**config.mk**
```make
export PLATFORM = sky130hd
export DESIGN_NAME = fifo_stream_reader_flat
export DESIGN_NICKNAME = d
export VERILOG_FILES = /design/src/rtl/fifo_pkg.sv /design/src/rtl/fifo_stream_reader_if.sv /design/src/rtl/skid_buffer_2.sv /design/src/rtl/fifo_stream_reader.sv /design/src/flat_wrapper.sv
export SDC_FILE = /design/constraint.sdc
export NUM_CORES = 1
export LEC_CHECK = 0
export CAP_MARGIN = 20
export CORE_MARGIN = 4
export CORE_UTILIZATION = 45
export CTS_CLUSTER_DIAMETER = 30
export CTS_CLUSTER_SIZE = 14
export DETAILED_ROUTE_END_ITERATION = 7
export PLACE_DENSITY = 0.8
export SLEW_MARGIN = 20
export SYNTH_ARGS = -nofsm -noshare
export SYNTH_HDL_FRONTEND = slang
export SYNTH_HIERARCHICAL = 1
export SYNTH_SLANG_ARGS = --single-unit
```
**constraint.sdc**
```tcl
create_clock -name clk -period 1.6 [get_ports clk]
set_clock_uncertainty 0.1 [all_clocks]
set_input_delay 0.32 -clock clk [delete_from_list [all_inputs] [get_ports clk]]
set_output_delay 0.32 -clock clk [all_outputs]
set_load 0.1 [all_outputs]
```
**src/rtl/fifo_pkg.sv**
```systemverilog
// fifo_pkg: shared definitions for the byte FIFO drain path.
//   DEF_DATA_W  - default byte width
//   FRAME_CNT_W - width of the completed-frame counter
//   occ_e       - skid buffer occupancy encoding (value equals entry count)
//   idx_width() - width of an index that counts 0..n-1 (never below 1)
package fifo_pkg;

  localparam int DEF_DATA_W  = 8;
  localparam int FRAME_CNT_W = 8;

  typedef enum logic [1:0] {
    OCC_EMPTY = 2'd0,
    OCC_ONE   = 2'd1,
    OCC_TWO   = 2'd2
  } occ_e;

  function automatic int idx_width(input int n);
    return (n <= 1) ? 1 : $clog2(n);
  endfunction

endpackage

```
**src/rtl/fifo_stream_reader_if.sv**
```systemverilog
// fifo_stream_reader_if: valid/ready byte stream with frame delimiter.
//   m_valid - byte available (driven by master)
//   m_ready - consumer accepts the byte (driven by slave)
//   m_data  - stream byte (driven by master)
//   m_last  - final byte of the current frame (driven by master)
interface fifo_stream_reader_if
  import fifo_pkg::*;
#(
  parameter int DATA_W = DEF_DATA_W
) ();

  logic              m_valid;
  logic              m_ready;
  logic [DATA_W-1:0] m_data;
  logic              m_last;

  modport master (output m_valid, output m_data, output m_last, input m_ready);
  modport slave  (input m_valid, input m_data, input m_last, output m_ready);

endinterface

```
**src/rtl/skid_buffer_2.sv**
```systemverilog
// skid_buffer_2: 2-entry register file with 1-bit head/tail pointers and an
// occupancy FSM.
//   clk, rst - clock, synchronous active-high reset (also clears the data)
//   clr      - synchronous clear of occupancy and pointers (data kept)
//   wr       - write wr_data at the tail (ignored when full)
//   rd       - retire the head entry (ignored when empty)
//   rd_data  - head entry
//   valid    - at least one entry held
//   occ      - occupancy state
//
// state     | meaning
// OCC_EMPTY | no entries held
// OCC_ONE   | one entry, at rd_ptr
// OCC_TWO   | both entries held, head at rd_ptr
module skid_buffer_2
  import fifo_pkg::*;
#(
  parameter int DATA_W = DEF_DATA_W
) (
  input  logic              clk,
  input  logic              rst,
  input  logic              clr,
  input  logic              wr,
  input  logic [DATA_W-1:0] wr_data,
  input  logic              rd,
  output logic [DATA_W-1:0] rd_data,
  output logic              valid,
  output occ_e              occ
);

  occ_e              state;
  logic              wr_ptr;
  logic              rd_ptr;
  logic [DATA_W-1:0] mem [2];
  logic              do_wr;
  logic              do_rd;

  assign do_rd = rd && (state != OCC_EMPTY);
  assign do_wr = wr && (state != OCC_TWO);

  always_ff @(posedge clk) begin
    if (rst) begin
      state  <= OCC_EMPTY;
      wr_ptr <= 1'b0;
      rd_ptr <= 1'b0;
      mem[0] <= '0;
      mem[1] <= '0;
    end else if (clr) begin
      state  <= OCC_EMPTY;
      wr_ptr <= 1'b0;
      rd_ptr <= 1'b0;
    end else begin
      if (do_wr) begin
        mem[wr_ptr] <= wr_data;
        wr_ptr      <= ~wr_ptr;
      end
      if (do_rd) begin
        rd_ptr <= ~rd_ptr;
      end
      case (state)
        OCC_EMPTY: if (do_wr) state <= OCC_ONE;
        OCC_ONE: begin
          if (do_wr && !do_rd)      state <= OCC_TWO;
          else if (!do_wr && do_rd) state <= OCC_EMPTY;
        end
        OCC_TWO:   if (do_rd) state <= OCC_ONE;
        default:   state <= OCC_EMPTY;
      endcase
    end
  end

  // The head entry is never the write target while valid, so rd_data holds
  // steady until it is retired.
  assign rd_data = mem[rd_ptr];
  assign valid   = (state != OCC_EMPTY);
  assign occ     = state;

endmodule

```
**src/rtl/fifo_stream_reader.sv**
```systemverilog
// fifo_stream_reader: drains a synchronous FIFO (registered read data) onto a
// framed valid/ready stream, one byte per clock when the consumer is ready.
//   clk, rst   - clock, synchronous active-high reset
//   flush      - drop buffered/in-flight bytes, restart frame index
//   fifo_empty - FIFO empty flag
//   fifo_rd_en - pop request to the FIFO
//   fifo_data  - FIFO read data, valid the cycle after a pop
//   m          - stream master port (m_valid/m_ready/m_data/m_last)
//   frame_cnt  - completed frames, modulo 256
module fifo_stream_reader
  import fifo_pkg::*;
#(
  parameter int DATA_W    = DEF_DATA_W,
  parameter int FRAME_LEN = 4
) (
  input  logic                   clk,
  input  logic                   rst,
  input  logic                   flush,
  input  logic                   fifo_empty,
  output logic                   fifo_rd_en,
  input  logic [DATA_W-1:0]      fifo_data,
  fifo_stream_reader_if.master   m,
  output logic [FRAME_CNT_W-1:0] frame_cnt
);

  localparam int             IDX_W    = idx_width(FRAME_LEN);
  localparam logic [IDX_W-1:0] LAST_IDX = IDX_W'(FRAME_LEN - 1);

  logic              inflight;
  logic [IDX_W-1:0]  idx;
  occ_e              occ;
  logic              sb_valid;
  logic [DATA_W-1:0] sb_data;
  logic              pop;
  logic [1:0]        credit_used;

  assign pop = sb_valid && m.m_ready;

  // occ + inflight never exceeds 2 (no pop is issued once two are committed).
  assign credit_used = occ + {1'b0, inflight};

  // A pop retiring the head this cycle frees a slot for a new FIFO read, which
  // keeps one byte per clock flowing with m_ready held high. pop is built from
  // registered m_valid and the consumer's m_ready only.
  assign fifo_rd_en = !fifo_empty && !flush && !rst &&
                      ((credit_used < 2'd2) || (pop && (credit_used == 2'd2)));

  always_ff @(posedge clk) begin
    if (rst) begin
      inflight  <= 1'b0;
      idx       <= '0;
      frame_cnt <= '0;
    end else if (flush) begin
      inflight  <= 1'b0;
      idx       <= '0;
    end else begin
      inflight <= fifo_rd_en;
      if (pop) begin
        if (idx == LAST_IDX) begin
          idx       <= '0;
          frame_cnt <= frame_cnt + 1'b1;
        end else begin
          idx <= idx + 1'b1;
        end
      end
    end
  end

  skid_buffer_2 #(
    .DATA_W (DATA_W)
  ) u_skid (
    .clk     (clk),
    .rst     (rst),
    .clr     (flush),
    .wr      (inflight),
    .wr_data (fifo_data),
    .rd      (pop),
    .rd_data (sb_data),
    .valid   (sb_valid),
    .occ     (occ)
  );

  assign m.m_valid = sb_valid;
  assign m.m_data  = sb_data;
  assign m.m_last  = sb_valid && (idx == LAST_IDX);

endmodule

```
**src/flat_wrapper.sv**
```systemverilog
// flat-port wrapper written by rule: the top's interface ports become plain ports
module fifo_stream_reader_flat import fifo_pkg::*;
#(
  parameter int DATA_W    = DEF_DATA_W,
  parameter int FRAME_LEN = 4
)
  (clk, rst, flush, fifo_empty, fifo_rd_en, fifo_data, frame_cnt, m_m_valid, m_m_data, m_m_last, m_m_ready);
  fifo_stream_reader_if #(.DATA_W(DATA_W)) m_i ();
  input  logic clk;
  input  logic rst;
  input  logic flush;
  input  logic fifo_empty;
  output logic fifo_rd_en;
  input  logic [DATA_W-1:0] fifo_data;
  output logic [FRAME_CNT_W-1:0] frame_cnt;
  output wire logic [$bits(m_i.m_valid)-1:0] m_m_valid;
  output wire logic [$bits(m_i.m_data)-1:0] m_m_data;
  output wire logic [$bits(m_i.m_last)-1:0] m_m_last;
  input wire logic [$bits(m_i.m_ready)-1:0] m_m_ready;
  assign m_m_valid = m_i.m_valid;
  assign m_m_data = m_i.m_data;
  assign m_m_last = m_i.m_last;
  assign m_i.m_ready = m_m_ready;
  fifo_stream_reader #(.DATA_W(DATA_W), .FRAME_LEN(FRAME_LEN)) u_core (.clk(clk), .rst(rst), .flush(flush), .fifo_empty(fifo_empty), .fifo_rd_en(fifo_rd_en), .fifo_data(fifo_data), .m(m_i), .frame_cnt(frame_cnt));
endmodule
```
==> Word level (Yosys, flattened, before mapping) <==
Memories as Yosys holds them, arrays and structs flattened. A register that Yosys moved wholly into a read port is not among the register bits.
Index checks and enable logic that the tools add are counted.
{ "classes": {"bitwise_logic": 3, "mux": 17, "n_lt_le_gt_ge": 1, "reduce_logical": 22, "eq_ne": 8, "addsub": 3} }
{ "op_table": {"columns": ["cell", "count"], "rows": [
  ["logical AND 1 bit", 10],
  ["2-to-1 mux 1 bit", 10],
  ["2-to-1 mux 2 bit", 5],
  ["adder 8 x 1 -> 8 bit, second input constant", 1],
  ["2-to-1 mux 8 bit", 1],
  ["OR reduction 8 bit", 1],
  ["== test 2 bit, second input constant", 3],
  ["inequality test 2 bit, second input constant", 3],
  ["case mux 2 bit (3 select lines)", 1],
  ["AND reduction 3 bit", 2],
  ["zero test 1 bit", 5],
  ["inequality test 3 bit, second input constant", 1],
  ["NOT 1 bit", 3],
  ["adder 2 x 1 -> 2 bit", 1],
  ["adder 2 x 1 -> 2 bit, second input constant", 1],
  ["== test 2 x 1 -> 1 bit, second input constant", 1],
  ["zero test 2 bit", 1],
  ["< comparator 2 bit, second input constant", 1],
  ["nonzero test 2 bit", 1],
  ["OR reduction 2 bit", 1],
  ["logical OR 1 bit", 1]
]} }
{ "word_totals": {"mem_bits_rw": 16, "mem_count": 1, "output_inout_bits": 19, "elab_cells": 61, "input_bits": 13, "register_bits": 15} }
{ "memory_table": {"columns": ["memory", "words", "word_bits", "read_ports", "rd_clocked_by_memory_dff", "wr", "line", "text"], "rows": [
  ["u_core.u_skid.mem", 2, 8, 1, 1, 2, "skid_buffer_2.sv:34", "logic [DATA_W-1:0] mem [2];"]
]} }

==> Longest topological paths before layout <==
{ "depth": {"depth_word": 8, "mapped_depth": 6, "depth_no_buf": 6} }

==> By module <==
Netlist, hierarchy kept.
{ "modules_own_cells": {"columns": ["mod", "area_per_inst_um2", "seq_area_each_um2", "instances", "cells_per_inst"], "rows": [
  ["skid_buffer_2", 959.7, 580.6, 1, 70],
  ["fifo_stream_reader", 564.3, 220.2, 1, 59]
]} }

==> Least setup slack after synthesis <==
OpenSTA, ideal clock, no wires.
{ "synth_timing": {"kind": "register -> output", "startpoint": "register u_core.u_skid.state[1] (netlist: u_core/u_skid/occ[1])", "endpoint": "output fifo_rd_en", "t_arrival_ns": 4.478, "setup_slack_ns": -3.298, "required_ns": 1.180, "path_stages_with_launch": 5, "n_path_buf": 0, "path_cell_list": "dfxtp_1 or2_2 nand2_1 o21ai_0 nor4b_1"} }
{ "synth_via": {"elab_chain_cells": 5, "elab_cells_between_ends": 8, "classes_between": "add/sub (1); order compare (1); eq/ne (1); reduce/logical (5)"} }
{ "synth_lines": {"columns": ["item", "line", "text"], "rows": [
  ["from (decl)", "skid_buffer_2.sv:31", "occ_e state;"],
  ["from (signal assigned)", "skid_buffer_2.sv:43", "state <= OCC_EMPTY;"],
  ["from (signal assigned)", "skid_buffer_2.sv:49", "state <= OCC_EMPTY;"],
  ["from (signal assigned)", "skid_buffer_2.sv:61", "OCC_EMPTY: if (do_wr) state <= OCC_ONE;"],
  ["nonzero test 2 bit", "skid_buffer_2.sv:75", "assign valid = (state != OCC_EMPTY);"],
  ["via m_m_valid", "flat_wrapper.sv:16", "output wire logic [$bits(m_i.m_valid)-1:0] m_m_valid;"],
  ["logical AND 1 bit", "fifo_stream_reader.sv:37", "assign pop = sb_valid && m.m_ready;"],
  ["logical AND 1 bit", "fifo_stream_reader.sv:46", "((credit_used < 2'd2) || (pop && (credit_used == 2'd2)));"],
  ["logical OR 1 bit", "fifo_stream_reader.sv:46", null],
  ["logical AND 1 bit", "fifo_stream_reader.sv:45", "assign fifo_rd_en = !fifo_empty && !flush && !rst &&"],
  ["to (decl)", "flat_wrapper.sv:13", "output logic fifo_rd_en;"]
]} }
The timed path passes the listed nets, and every way through them passes these cells.

==> Worst setup path after layout <==
{ "layout_timing": {"startpoint": "register u_core.u_skid.state[1] (netlist: u_core/u_skid/occ[1])", "endpoint": "output fifo_rd_en"} }
{ "layout_via": {"elab_chain_cells": 5, "elab_cells_between_ends": 8, "classes_between": "add/sub (1); order compare (1); eq/ne (1); reduce/logical (5)"} }
{ "layout_lines": {"columns": ["item", "line"], "rows": [
  ["adder 2 x 1 -> 2 bit / nonzero test 2 bit (equally long branches)", "fifo_stream_reader.sv:40, skid_buffer_2.sv:75"],
  ["== test 2 bit / logical AND 1 bit (equally long branches)", "fifo_stream_reader.sv:46, fifo_stream_reader.sv:37"],
  ["logical AND 1 bit", "fifo_stream_reader.sv:46"],
  ["logical OR 1 bit (*)", "fifo_stream_reader.sv:46"],
  ["logical AND 1 bit (*)", "fifo_stream_reader.sv:45"]
]} }
Mark *: on every way between the ends. The rest lies on a longest branch, timed or not.

==> results.ini <==
[final_layout]
area_delta_synth_final_pct = 63.3
diodes = 0
multi_input_area_um2 = 837
utilization = 0.789
final_layout_size_suffix_gt1_frac = 0.514
seqCellArea_um2 = 832
nets = 200
final.fill_count = 205

[floorplanning]
die_w_um = 66.2
die_h_um = 66.2
coreArea_um2 = 3150
start_util = 0.483
pin_count = 32
num_rows = 20
die_area_um2 = 4380

[logic_synthesis]
synth_top_cells_by_count = 17 x and2_1, 16 x dfxtp_1, 16 x edfxtp_1
synth_top_area_cell = edfxtp_1
netlist-cell-type-count = 31
ys_async_sr_fraction = 0
synth.cell_area_um2 = 1520
synthTopCellsByArea = edfxtp_1 32%, dfxtp_1 21%, and2_1 7.0%
ys_seq_area_frac = 0.525
syn_avg_cell_area_um2 = 11.8
synthFlopType = edfxtp_1
synth_cells = 129
ys_ff_latch = 32
synth_edf_count = 16
yosys.area.top_type_share = 0.315
synth_nets = 145
yosysWarnings = 6
yosysMostFrequentCell = and2_1

[place]
gp_congestion = 0.833
post-dp-hpwl_mm = 2.43
io_buffers = 31
place_ws_ns = -0.416

[sta]
worst_pin_slew_ns = 0.346
fmax_ghz = 0.510
max_slew_margin = 0.769
final-hold-violation-count = 0
fin_crit_sh = 1.22
setup_viol = 41
period_minus_slack_ns = 1.96
worst_slack_ns = -0.360
rsz0062_at_grt = yes
report.final.slew_viol_count = 0

[critical_path]
slowest_delay_ns = 0.38
reg2reg_slack_ns = -0.09
startpoint_type = flop
crit_required_ns = 1.18
worstSetupPathType = flop to output pin
worstPathCellList = or2_4 -> nand2_4 -> o21ai_2 -> nor4b_4 -> buf_12
slowest_stage = dfxtp_4
endpoint_kind = output pin
crit_fanout = 3
crit_arrival_ns = 1.54
critPathBufInv = 1
crit_family = simple AND/OR/NAND/NOR gates

[power]
leakage_uw = 0.000999
ir_drop_mv = 0.554
powerDensity_nw_per_um2 = 694

[grt]
grt_pass1_wl_mm = 6.24
gr-usage-all-layers = 0.184
grt_overflow_total = 0
grt_max_degree = 16
grt_pass1_vias = 1310
antenna_found_initial = 0

[routing]
routedWlPerCell_um = 16.5
dr_total_vias = 1230
drt-initial-drc-count = 38
via_per_inst = 5.37
drcViolationCount = 0
wirelength_mm = 3.77
firstDrtPassIters = 4
ant_nets = 0

[clock_network]
cts_max_path_buffers = 2
clockRootBuffer = clkbuf_4
clkTransAtPathRegs_ns = 0.10
clk_latency_ns = 0.32
clock-sinks = 32
cts_hold_buf = 0
cts_tree = built
cts_made_buffers = 5
h-tree-depth = 2

[status]
outcome = finished, violations left
violations = negative setup slack

[flow_run]
cap_violations = 0

[hold_path]
hp-class = flop to flop

-- stage by stage --
step           instance area, um2  hold slack, ns  power, uW  TNS, ns  instances
3_5_place_dp                 2220           0.398       1130   -14.50        215
3_3_place_gp                 2220           0.386       1130   -12.21        215
6_report                     2490           0.422       1730    -2.63        229
5_1_grt                      2490           0.429       1800    -5.68        229
4_1_cts                      2410           0.419       1740    -2.01        227
2_1_floorplan                1590           0.296       1020    -1.23        129
-- layer usage --
| metal | wire [um] | GRT usage | part of all wire |
|---|---|---|---|
| met1 | 1540 | 0.208 | 0.41 |
| met2 | 1980 | 0.342 | 0.52 |
| met3 | 189 | 0.0391 | 0.050 |
| met4 | 63 | 0.0558 | 0.017 |
| met5 | 0 | 0 | 0 |
-- cell usage in the layout (no fill, tap or decap), types with 2 or more instances in the layout --
cell type        count
nor2b_1              2
o31ai_1              5
a21oi_2              3
ha_4                 2
a21oi_1              5
inv_1                5
and2_1              11
dfxtp_2              4
o21ai_0              3
nor3_1               3
dfxtp_4              7
clkdlybuf4s50_1      9
dfxtp_1              5
nor4b_4              2
edfxtp_1            16
or4_4                3
clkbuf_4             5
buf_4               14
nor2_1               6
mux2i_1              4
buf_6                6
dlygate4sd2_1        3
buf_12              19
or2_4                4
nand2_1              2
nand4b_4             2
mux2_4               8
or3_1                3
and2_4               6
xor2_1               2
-- cell type report --
| class | count | share of cell area |
|---|---|---|
| Multi-Input combinational cell | 89 | 0.336 |
| Clock inverter | 2 | 0.0141 |
| Clock buffer | 6 | 0.0166 |
| Tap cell | 44 | 0.0221 |
| Inverter | 5 | 0.00754 |
| Sequential cell | 32 | 0.334 |
| Timing Repair Buffer | 51 | 0.269 |
-- path summary, 6_finish.rpt --
path | cells past startpoint | startpoint | endpoint
setup / recovery | 5 | u_core/u_skid/occ[1]$_SDFFE_PP0P_ | fifo_rd_en
hold / removal | 2 | u_core/frame_cnt[5]$_SDFFE_PP0P_ | u_core/frame_cnt[5]$_SDFFE_PP0P_
setup reg to reg | 5 | u_core/u_skid/occ[0]$_SDFFE_PP0P_ | u_core/u_skid/mem[1][7]$_SDFFCE_PN0P_
hold reg to reg | 2 | u_core/frame_cnt[5]$_SDFFE_PP0P_ | u_core/frame_cnt[5]$_SDFFE_PP0P_
-- state kept, by name, indices dropped and copies added (netlist names), named ones only --
name	count
u_core/u_skid/mem	16
u_core/u_skid/occ	2
u_core/inflight	1
u_core/u_skid/wr_ptr	1
u_core/idx	2
u_core/frame_cnt	8
u_core/u_skid/rd_ptr	1
-- what timing repair did --
action | CTS | global route
setup endpoints to repair | 38 | 42
gates resized for setup | 25 | 17
cloned | 1 | 0
buffers inserted | 3 | 3
pin swaps | 9 | 7
-- tightest hold or removal path: cells and delay by family, from the launching register on --
kind | cells | cell delay [ns]
DFF | 1 | 0.36
AOI/OAI and AO/OA | 2 | 0.13
-- cells by family after synthesis --
| logic type | after synthesis | share of synthesized area |
|---|---|---|
| XOR/XNOR | 3 | 0.0172 |
| buffers and inverters | 9 | 0.0378 |
| AO/OA/AOI/OAI | 17 | 0.0640 |
| adder cells (fa/ha/maj) | 3 | 0.0246 |
| AND/OR/NAND/NOR | 52 | 0.238 |
| multiplexers | 13 | 0.0928 |
| flip-flops | 32 | 0.525 |
-- power by group --
| part | internal [uW] | switching [uW] |
|---|---|---|
| logic | 113 | 146 |
| registers | 865 | 8.13 |
| clock network | 328 | 268 |
| total | 1310 | 422 |
Power figures use the tool's default switching activity.
